## src/rtl/wptr_full_prog.sv

```systemverilog
// Write-side pointer and flag generator for the gray-pointer FIFO family.
// Keeps a binary write pointer and publishes its gray form to the read domain.
// Computes the exact fill level from the synchronised read pointer.
// Derives full, programmable almost-full and sticky overflow from that level.
module wptr_full_prog #(
  parameter int ADDRSIZE    = 4,
  parameter int AFULL_RESET = (1 << ADDRSIZE) - 1
) (
  input  logic                wclk,
  input  logic                wrst_n,
  input  logic                winc,
  input  logic [ADDRSIZE:0]   wq2_rptr,
  input  logic                thresh_ld,
  input  logic [ADDRSIZE:0]   thresh_in,
  input  logic                wovf_clr,
  output logic                wen,
  output logic [ADDRSIZE-1:0] waddr,
  output logic [ADDRSIZE:0]   wptr,
  output logic [ADDRSIZE:0]   wlevel,
  output logic                wfull,
  output logic                awfull,
  output logic                wovf,
  output logic [ADDRSIZE:0]   afull_thresh
);

  localparam int PW = ADDRSIZE + 1;
  localparam logic [PW-1:0] DEPTH = {1'b1, {ADDRSIZE{1'b0}}};
  // An out-of-range reset threshold is clamped the same way a run-time load is.
  localparam int THR_RST_I = (AFULL_RESET > (1 << ADDRSIZE)) ? (1 << ADDRSIZE) : AFULL_RESET;
  localparam logic [PW-1:0] THR_RST = PW'(THR_RST_I);

  function automatic logic [PW-1:0] gray2bin(input logic [PW-1:0] g);
    logic [PW-1:0] b;
    b[PW-1] = g[PW-1];
    for (int i = PW - 2; i >= 0; i--) begin
      b[i] = b[i+1] ^ g[i];
    end
    return b;
  endfunction

  function automatic logic [PW-1:0] bin2gray(input logic [PW-1:0] b);
    return (b >> 1) ^ b;
  endfunction

  // Saturate a requested threshold to the FIFO depth.
  function automatic logic [PW-1:0] clamp_thresh(input logic [PW-1:0] t);
    return (t > DEPTH) ? DEPTH : t;
  endfunction

  logic [PW-1:0] r_wbin;
  logic [PW-1:0] r_wptr;
  logic [PW-1:0] r_wlevel;
  logic          r_wfull;
  logic          r_awfull;
  logic          r_wovf;
  logic [PW-1:0] r_thresh;

  logic          w_wen;
  logic [PW-1:0] w_rbin;
  logic [PW-1:0] w_wbinnext;
  logic [PW-1:0] w_wgraynext;
  logic [PW-1:0] w_lvl_next;
  logic          w_ovf_set;

  // A write is only accepted while the registered full flag is low; a dropped
  // write leaves every pointer where it is.
  assign w_wen       = winc & ~r_wfull;
  assign w_rbin      = gray2bin(wq2_rptr);
  assign w_wbinnext  = r_wbin + {{ADDRSIZE{1'b0}}, w_wen};
  assign w_wgraynext = bin2gray(w_wbinnext);
  // Modular subtraction stays correct across the pointer wrap thanks to the extra MSB.
  assign w_lvl_next  = w_wbinnext - w_rbin;
  assign w_ovf_set   = winc & r_wfull;

  // Pointer, level and level-derived flags advance together every cycle.
  always_ff @(posedge wclk) begin
    if (!wrst_n) begin
      r_wbin   <= '0;
      r_wptr   <= '0;
      r_wlevel <= '0;
      r_wfull  <= 1'b0;
      r_awfull <= 1'b0;
    end else begin
      r_wbin   <= w_wbinnext;
      r_wptr   <= w_wgraynext;
      r_wlevel <= w_lvl_next;
      r_wfull  <= (w_lvl_next == DEPTH);
      r_awfull <= (w_lvl_next >= r_thresh);
    end
  end

  // Threshold register; a new value takes part in the compare from the next cycle.
  always_ff @(posedge wclk) begin
    if (!wrst_n) begin
      r_thresh <= THR_RST;
    end else if (thresh_ld) begin
      r_thresh <= clamp_thresh(thresh_in);
    end
  end

  // Sticky overflow: a blocked write sets it and wins over a same-cycle clear.
  always_ff @(posedge wclk) begin
    if (!wrst_n) begin
      r_wovf <= 1'b0;
    end else if (w_ovf_set) begin
      r_wovf <= 1'b1;
    end else if (wovf_clr) begin
      r_wovf <= 1'b0;
    end
  end

  assign wen          = w_wen;
  assign waddr        = r_wbin[ADDRSIZE-1:0];
  assign wptr         = r_wptr;
  assign wlevel       = r_wlevel;
  assign wfull        = r_wfull;
  assign awfull       = r_awfull;
  assign wovf         = r_wovf;
  assign afull_thresh = r_thresh;

endmodule

```

## config.mk

```make
export PLATFORM = sky130hd
export DESIGN_NAME = wptr_full_prog
export DESIGN_NICKNAME = d
export VERILOG_FILES = /design/src/rtl/wptr_full_prog.sv
export SDC_FILE = /design/constraint.sdc
export NUM_CORES = 1
export LEC_CHECK = 0
export ABC_CLOCK_PERIOD_IN_PS = 2390
export BUFFER_PORTS_ARGS = -buffer_cell sky130_fd_sc_hd__buf_4
export CORE_ASPECT_RATIO = 0.8
export CORE_MARGIN = 3
export CORE_UTILIZATION = 35
export CTS_CLUSTER_DIAMETER = 30
export CTS_CLUSTER_SIZE = 10
export DETAILED_ROUTE_END_ITERATION = 7
export HOLD_SLACK_MARGIN = 0.05
export SLEW_MARGIN = 0
export SYNTH_ARGS = -nofsm -noshare
export SYNTH_HDL_FRONTEND = slang
export SYNTH_SLANG_ARGS = --single-unit
```

## constraint.sdc

```tcl
create_clock -name wclk -period 2.39 [get_ports wclk]
set_input_delay 0 -clock wclk [delete_from_list [all_inputs] [get_ports wclk]]
set_output_delay 0 -clock wclk [all_outputs]
set_load 0.1 [all_outputs]
```

==> flow_summary.toml, run 1 <==
[logic_synthesis]
yosysSeqAreaShare = 0.400
synth_fp_nets = 133
syn_avg_cell_area_um2 = 10.4
synth_warnings = 0
synth_top_cell_area_share = 0.400
post-synth-top-count-cell = "dfxtp_1"
synth_commonest_cells = "dfxtp_1, ha_1, inv_1"
number_of_storage_elements_in_the_synthesis_netlist = 22
largest_cells_by_area_after_synthesis = "dfxtp_1, ha_1, and2_1, xnor2_1, xor2_1"
synth_enable_flop_cells = 0
yosys.area.top_type = "dfxtp_1"
asyncSetResetFlopFracSynth = 0
synth_cells = 106
synth_ff_type = "dfxtp_1"
synth_cell_type_count = 27
netlist_area_um2 = 1100

[placed_design]
post-place-cells = 190
place.detailed.hpwl_mm = 1.81
gp_congestion = 0.672
port_buffers = 37
dpl-instance-area_um2 = 1610

[grt]
groute.usage.overall = 0.142
grt_pass1_wl_mm = 4.15
grt_pass1_vias = 881
grt_start_max_net_pins = 22
antenna_found_initial = 0
grt_overflow_total = 0

[timing]
finalSetupViolCount = 0
post-route-period-util = 0.982
report.final.hold_viol_count = 0
tightest_slew_ns = 0.301
report.final.slew_viol_count = 0
max-slew-margin-rel = 0.799
finalCriticalPeriod_ns = 2.35
max_frequency_ghz = 0.426
unrepaired_setup_endpoints_after_global_routing = "yes"
fin_worst_skew_ns = 0.00428

[pwr]
total_power_mw = 1.65
share_clk_of_total_power = 0.210
p_sw_frac = 0.424
total_power_per_unit_cell_area_nw_per_um2 = 906
worst_ir_drop_vdd_mv = 0.737
internal_power_mw = 0.950
p_seq_frac = 0.263
power.leakage_nw = 0.868
power.net_switching_mw = 0.701
comb_power_share = 0.527

[finish]
final_cells = 207
antennaDiodeCount = 0
final_net_count = 197
layout.core_utilization = 0.634
flow.area_growth_from_synthesis_pct = 65.3
fraction_of_layout_cells_with_a_size_suffix_above_1 = 0.467
filler_instances = 251
fin_area_um2 = 1820

[setup_path]
worst-setup-path-type = "flip-flop to flip-flop"
crit-reg2reg-capture = "awfull"
timing.critical_path.to_type = "flip-flop"
crit_arrival_ns = 2.50
worstPathMaxFanout = 3
worst_r2r_path_depth = 11
r2r_start = "wfull"
slowest_stage = "fa_2"
worst-path-buf-inv = 1
rrSetupSlack_ns = 0.04
critical_path_cell_by_cell = "nor2b_4, ha_4, ha_4, inv_4, fa_2, nand2b_4, o2bb2ai_2, xnor3_1, ha_1, o21ai_2, a21oi_1"
worstSetupStartpointType = "flip-flop"
critical_path.max_stage_delay_ns = 0.39
worst_path_required_ns = 2.54
critical-path-top-delay-family = "adder cells"
critical-path-top-cell-by-count = "ha_4"

[route]
final_antenna_net_count = 0
drt-initial-drc-count = 42
detailroute.via_count = 894
drcViolationCount = 0
post_drt_via_cell_ratio = 4.32
dr.pass1.iters = 4
drt_wl_total_mm = 2.49
post_drt_wl_per_cell_um = 12.0

[hold_path]
whs_path_depth = 3
whs_endpoint = "awfull"
min_path_type = "input pin to flip-flop"
hp-start = "wrst_n"

[clock_network]
numCtsBuffers = 3
cts.sink_count = 22
clock_pin_slew_of_the_registers_on_the_worst_case_setup_and_hold_paths_ns = 0.08
htreeDepth = 1
max-clock-path-buffers = 2
cts_tree = "yes"
cts.root.buffer_cell = "clkbuf_8"
worst_skew_pair.late_latency_ns = 0.26

[floorplan]
die_footprint_um2 = 3860
start_util = 0.384
row_count = 17
die_height_um = 56.2
pin_count = 38
coreArea_um2 = 2870
die_width_um = 68.7

[status]
run_status = "completed"

[job]
cap_viol_max_count = 0
## sequential cells by signal, indices dropped and copies added, names as in the netlist
register      count
afull_thresh      5
awfull            1
r_wbin            5
wfull             1
wlevel            5
wovf              1
wptr              4
## worst min-delay path, delay by kind of cell
| kind | cells | cell delay (ns) |
|---|---|---|
| buffers and inverters | 1 | 0.18 |
| AOI/OAI and AO/OA | 2 | 0.11 |
## kinds of logic (layout without fill, tap and decap cells)
logic type / count (synthesis) / count (layout) / share of synthesized area
xor+xnor: 14 / 14 / 0.144
compound gates: 12 / 12 / 0.0817
buf+inv: 14 / 77 / 0.0477
flops: 22 / 22 / 0.400
mux: 1 / 1 / 0.00908
simple gates: 31 / 31 / 0.175
fa+ha+maj: 12 / 12 / 0.143
## per-stage QoR
stage	TNS (ns)	worst slack, ns	hold WS [ns]
after global placement	-0.0622	-0.0622	0.275
final	0	0.0438	0.0733
after detailed placement	-0.152	-0.111	0.283
after floorplan	-1.08	-0.481	0.150
after CTS	0	0.00543	0.0818
after global routing	-0.0691	-0.0691	0.0913
## cells in the final DEF (no fill, tap or decap), types with 2 or more instances in the layout
cell type	Yosys	routed
a21oi_1	3	3
and2_1	9	9
buf_4	0	52
clkbuf_8	0	3
dfxtp_1	22	21
dlygate4sd3_1	0	10
ha_1	11	6
ha_4	0	4
inv_1	11	9
nand2_1	6	6
nand2b_1	3	2
nor2b_1	6	5
o221ai_1	4	4
xnor2_1	5	4
xnor2_2	1	2
xor2_1	5	3
xor2_2	2	3
## final cells by class
class | instances | area, um2 | area share
inverter | 11 | 43.8 | 0.0240
clock buffer | 3 | 41.3 | 0.0227
tap | 38 | 47.5 | 0.0261
clock inverter | 1 | 30.0 | 0.0165
timing repair buffer | 62 | 490 | 0.269
multi-input combinational | 70 | 724 | 0.398
sequential | 22 | 444 | 0.244
## worst max-delay path by stage
| stage | startpoint | end | slack (ns) | depth (start not counted) |
|---|---|---|---|---|
| after floorplan | wfull | awfull | -0.48 | 11 |
| after global routing | wfull | awfull | -0.07 | 11 |
| after detailed placement | wq2_rptr[3] | awfull | -0.11 | 13 |
| after global placement | wq2_rptr[3] | awfull | -0.06 | 13 |
| final | wfull | awfull | 0.04 | 11 |
| after CTS | wfull | awfull | 0.005 | 11 |
## layer usage
| metal | share of wire | GRT usage | vias up |
|---|---|---|---|
| met2 | 0.48 | 0.220 | 28 |
| met3 | 0.058 | 0.0424 | 2 |
| met1 | 0.46 | 0.195 | 398 |
| met4 | 0.0080 | 0.0250 | 0 |
| met5 | 0 | 0 | - |
| li1 | - | - | 466 |
## repair_timing
item	in CTS	in global routing
buffers inserted	0	3
setup endpoints to repair	1	2
hold buffers	10	0
resized for setup	1	4
pin swaps	0	4
hold endpoints to repair	6	0
## power by group through the flow
stage,logic [mW],clock network (mW),registers (mW)
2_1_floorplan,0.279,0,0.776
3_3_place_gp,0.823,0,0.441
3_5_place_dp,0.830,0,0.443
4_1_cts,0.855,0.356,0.435
5_1_grt,0.938,0.372,0.438
6_report,0.871,0.347,0.433
Note: power is estimated with default switching activity, not from simulation.
==> run 2: changes to the inputs <==
==> constraint.sdc (replaced) <==
create_clock -name wclk -period 2.39 [get_ports wclk]
set_input_delay 0 -clock wclk [delete_from_list [all_inputs] [get_ports wclk]]
set_output_delay 0 -clock wclk [all_outputs]
set_load 0.01 [all_outputs]
==> flow_summary.toml, run 2 (synthesized netlist as in run 1, its figures left out) <==
[floorplan]
start_util = 0.384
die_footprint_um2 = 3860
die_width_um = 68.7
row_count = 17
coreArea_um2 = 2870
die_height_um = 56.2
pin_count = 38

[finish]
antennaDiodeCount = 0
layout.core_utilization = 0.624
final_net_count = 195
filler_instances = 251
commonest_non_fill_non_tap_cells_in_the_layout = "buf_4, dfxtp_1, inv_1, dlygate4sd3_1, and2_1"
final_common_cell = "buf_4"
fraction_of_layout_cells_with_a_size_suffix_above_1 = 0.455
multiInputGateArea_um2 = 713
final_cells = 205
flow.area_growth_from_synthesis_pct = 62.4
sequential_cell_area_um2 = 442

[status]
run_status = "completed"

[route]
drcViolationCount = 0
drt_wl_total_mm = 2.45
final_antenna_net_count = 0
dr.pass1.iters = 3
wl_met1_mm = 1.07
top_signal_layer_used = "met4"
post_drt_wl_per_cell_um = 12.0
drt-initial-drc-count = 29
detailroute.via_count = 891
post_drt_via_cell_ratio = 4.35
wl_met3_um = 143
detailroute.wirelength.met2_mm = 1.22

[placed_design]
place.detailed.hpwl_mm = 1.72
gp_congestion = 0.702
post-place-cells = 189
port_buffers = 37
place_worst_setup_slack_ns = -0.0606

[grt]
grt_pass1_vias = 891
groute.usage.overall = 0.139
grt_start_max_net_pins = 22
grt_overflow_total = 0
grt_pass1_wl_mm = 4.04
antenna_found_initial = 0

[clock_network]
worst_skew_pair.late_latency_ns = 0.27
numCtsBuffers = 3
cts.root.buffer_cell = "clkbuf_8"
htreeDepth = 1
cts_tree = "yes"
max-clock-path-buffers = 2
clock_pin_slew_of_the_registers_on_the_worst_case_setup_and_hold_paths_ns = 0.08
cts.sink_count = 22

[setup_path]
worst-setup-path-type = "flip-flop to flip-flop"
worstSetupStartpointType = "flip-flop"
r2r_start = "wfull"
crit_arrival_ns = 2.49
cp-startpoint = "wfull"
timing.critical_path.to_type = "flip-flop"
worst_path_required_ns = 2.55
worstPathMaxFanout = 3
rrSetupSlack_ns = 0.06
critical_path.endpoint = "awfull"
worst_r2r_path_depth = 11
crit-reg2reg-capture = "awfull"

[hold_path]
min_path_type = "input pin to flip-flop"

[timing]
finalSetupViolCount = 0
max-slew-margin-rel = 0.811
fin_setup_tns_ns = 0
post-route-period-util = 0.975
report.final.slew_viol_count = 0
finalCriticalPeriod_ns = 2.33
final.setup.worst_slack_ns = 0.0597
max_frequency_ghz = 0.429
unrepaired_setup_endpoints_after_global_routing = "yes"
report.final.hold_viol_count = 0
fin_worst_skew_ns = 0.00189
tightest_slew_ns = 0.283

[pwr]
total_power_per_unit_cell_area_nw_per_um2 = 741
power.leakage_nw = 0.859
worst_ir_drop_vdd_mv = 0.363

[job]
cap_viol_max_count = 0
==> run 2: area by class of cell <==
| type | instances | area share |
|---|---|---|
| clock buffers | 3 | 0.0231 |
| well taps | 38 | 0.0266 |
| multi-input cells | 70 | 0.398 |
| repair buffers | 60 | 0.266 |
| inverters | 11 | 0.0231 |
| clock inverters | 1 | 0.0168 |
| flip-flops and latches | 22 | 0.247 |
==> run 2: how the worst min path moves through the flow <==
stage,startpoint,endpoint,slack (ns),cells after the start
after global routing,wrst_n,wlevel[1],0.1,2
final,wrst_n,awfull,0.08,3
after CTS,wrst_n,awfull,0.08,3
after floorplan,wrst_n,wlevel[4],0.14,1
after detailed placement,thresh_in[3],afull_thresh[3],0.28,3
after global placement,wovf_clr,wovf,0.27,3
==> run 2: where the power goes <==
group          internal, mW  switching [mW]
clock                 0.224           0.128
sequential            0.413          0.0192
combinational         0.306           0.235
==> run 2: routing by layer <==
metal  track usage  vias to the layer above
met5             0                        -
met4        0.0250                        0
met3        0.0444                        2
met2         0.216                       21
met1         0.188                      407
li1              -                      461
==> run 2: worst max-delay path, cell delays in order, from the launching register on <==
cell and delay [ns]:
dfxtp_2 0.37, nor2b_4 0.05, ha_4 0.17, ha_4 0.27, inv_2 0.05, fa_2 0.39, nand2b_4 0.16, o2bb2ai_2 0.12
xnor3_1 0.21, ha_1 0.28, o21ai_1 0.11, a21oi_1 0.05
==> run 2: metrics by stage <==
step	hold WS, ns	total power [mW]	area (um2)
floorplan	0.145	0.720	1150
global placement	0.274	0.915	1540
detailed placement	0.285	0.922	1540
CTS	0.0784	1.30	1740
global route	0.0958	1.42	1790
finish	0.0791	1.33	1790
==> run 2: repair_timing <==
action                     CTS  global route
hold buffers                10             0
setup buffers                0             2
setup endpoints to repair    2             2
pin swaps                    2             4
gates resized for setup      4             8
hold endpoints to repair     6             0
==> run 3: changes to the inputs <==
Settings changed: CTS_BUF_LIST set to sky130_fd_sc_hd__clkbuf_4.
==> flow_summary.toml, run 3 (synthesized netlist as in run 1, its figures left out) <==
[setup_path]
crit_arrival_ns = 2.52
crit-reg2reg-capture = "awfull"
worstSetupStartpointType = "flip-flop"
worst_path_required_ns = 2.61
rrSetupSlack_ns = 0.08
worstPathMaxFanout = 3
worst-setup-path-type = "flip-flop to flip-flop"
worst_r2r_path_depth = 11
timing.critical_path.to_type = "flip-flop"
r2r_start = "wfull"

[route]
post_drt_via_cell_ratio = 4.36
drt-initial-drc-count = 27
final_antenna_net_count = 0
drcViolationCount = 0
drt_wl_total_mm = 2.45
detailroute.via_count = 928
dr.pass1.iters = 4
post_drt_wl_per_cell_um = 11.5

[floorplan]
row_count = 17
coreArea_um2 = 2870
pin_count = 38
start_util = 0.384
die_footprint_um2 = 3860
die_width_um = 68.7
die_height_um = 56.2

[timing]
final.setup.worst_slack_ns = 0.0836
report.final.slew_viol_count = 0
max-slew-margin-rel = 0.788
report.final.hold_viol_count = 0
tightest_slew_ns = 0.317
post-route-period-util = 0.965
finalCriticalPeriod_ns = 2.31
max_frequency_ghz = 0.434
finalSetupViolCount = 0
fin_worst_skew_ns = 0.00143
unrepaired_setup_endpoints_after_global_routing = "yes"

[finish]
final_net_count = 203
multiInputGateArea_um2 = 722
flow.area_growth_from_synthesis_pct = 68.3
fraction_of_layout_cells_with_a_size_suffix_above_1 = 0.440
commonest_non_fill_non_tap_cells_in_the_layout = "buf_4, dfxtp_1, dlygate4sd3_1"
final_common_cell = "buf_4"
antennaDiodeCount = 0
sequential_cell_area_um2 = 442
filler_instances = 235

[grt]
grt_start_max_net_pins = 22
groute.usage.overall = 0.139
grt_pass1_vias = 934
grt_pass1_wl_mm = 4.08
grt_overflow_total = 0
antenna_found_initial = 0

[placed_design]
gp_congestion = 0.702
place_worst_setup_slack_ns = -0.0606
place.detailed.hpwl_mm = 1.72
port_buffers = 37

[pwr]
p_seq_frac = 0.333
internal_power_mw = 0.920
power.net_switching_mw = 0.380
worst_ir_drop_vdd_mv = 0.421
total_power_per_unit_cell_area_nw_per_um2 = 700
power.leakage_nw = 0.883
share_clk_of_total_power = 0.220
p_sw_frac = 0.292
comb_power_share = 0.447
total_power_mw = 1.30

[clock_network]
worst_skew_pair.late_latency_ns = 0.31
cts_tree = "yes"
cts.root.buffer_cell = "clkbuf_4"
max-clock-path-buffers = 2
htreeDepth = 1
cts.sink_count = 22
clock_pin_slew_of_the_registers_on_the_worst_case_setup_and_hold_paths_ns = 0.12
numCtsBuffers = 3

[hold_path]
hp-start = "wq2_rptr[0]"
whs_endpoint = "wlevel[0]"
whs_path_depth = 4
min_path_type = "input pin to flip-flop"

[job]
cap_viol_max_count = 0

[status]
run_status = "completed"
==> run 3: cell count changes in the layout (fill, tap and decap cells not counted) <==
cell	previous run	this run
xnor2_2	2	1
buf_4	50	52
clkbuf_4	0	3
dlygate4sd3_1	10	16
xnor2_4	0	1
nor2_1	1	2
clkbuf_8	3	0
nor2_2	1	0
==> run 3: critical path, stage by stage (launching register included) <==
cell,delay (ns)
dfxtp_2,0.38
nor2b_4,0.05
ha_4,0.17
ha_4,0.27
inv_2,0.05
fa_2,0.56
inv_1,0.04
ha_1,0.28
a21oi_2,0.12
nor2b_1,0.06
o21ai_1,0.15
a21oi_1,0.08
==> run 3: how the worst max path moves through the flow <==
stage                start     end  slack (ns)  cells past startpoint
2_1_floorplan        wfull  awfull        0.01                     11
3_3_place_gp   wq2_rptr[3]  awfull       -0.02                     13
3_5_place_dp   wq2_rptr[3]  awfull       -0.06                     13
4_1_cts              wfull  awfull        0.05                     11
5_1_grt              wfull  awfull       -0.04                     11
6_report             wfull  awfull        0.08                     11
==> run 3: through the flow <==
step | instance area (um2) | hold slack [ns] | cells | TNS [ns] | util
final | 1860 | 0.146 | 213 | 0 | 0.646
after global routing | 1860 | 0.139 | 213 | -0.0447 | 0.646
after CTS | 1770 | 0.152 | 210 | 0 | 0.617
after detailed placement | 1540 | 0.285 | 189 | -0.0808 | 0.537
after global placement | 1540 | 0.274 | 189 | -0.0243 | 0.537
after floorplan | 1150 | 0.145 | 106 | 0 | -
==> run 3: layer usage <==
layer / wire length [um] / vias up / GRT usage
met1: 1130 / 427 / 0.187
li1: - / 480 / -
met4: 0 / 0 / 0.0333
met3: 122 / 0 / 0.0444
met5: 0 / - / 0
met2: 1200 / 21 / 0.214
==> run 3: area by class of cell <==
type,instances,area share
multi-input cells,70,0.389
well taps,38,0.0256
clock buffers,3,0.0121
repair buffers,68,0.297
inverters,11,0.0223
clock inverters,1,0.0162
flip-flops and latches,22,0.238
==> run 3: timing repair <==
action	in CTS	in global routing
pin swaps	0	6
hold endpoints to repair	18	0
hold buffers	16	0
resized for setup	2	10
endpoints found under the setup margin	1	2
buffers inserted	1	3
==> run 3: power by group through the flow <==
stage | combinational, mW | sequential [mW] | clock, mW
5_1_grt | 0.650 | 0.437 | 0.309
3_5_place_dp | 0.482 | 0.440 | 0
4_1_cts | 0.513 | 0.433 | 0.295
2_1_floorplan | 0.257 | 0.463 | 0
6_report | 0.581 | 0.433 | 0.286
3_3_place_gp | 0.476 | 0.439 | 0
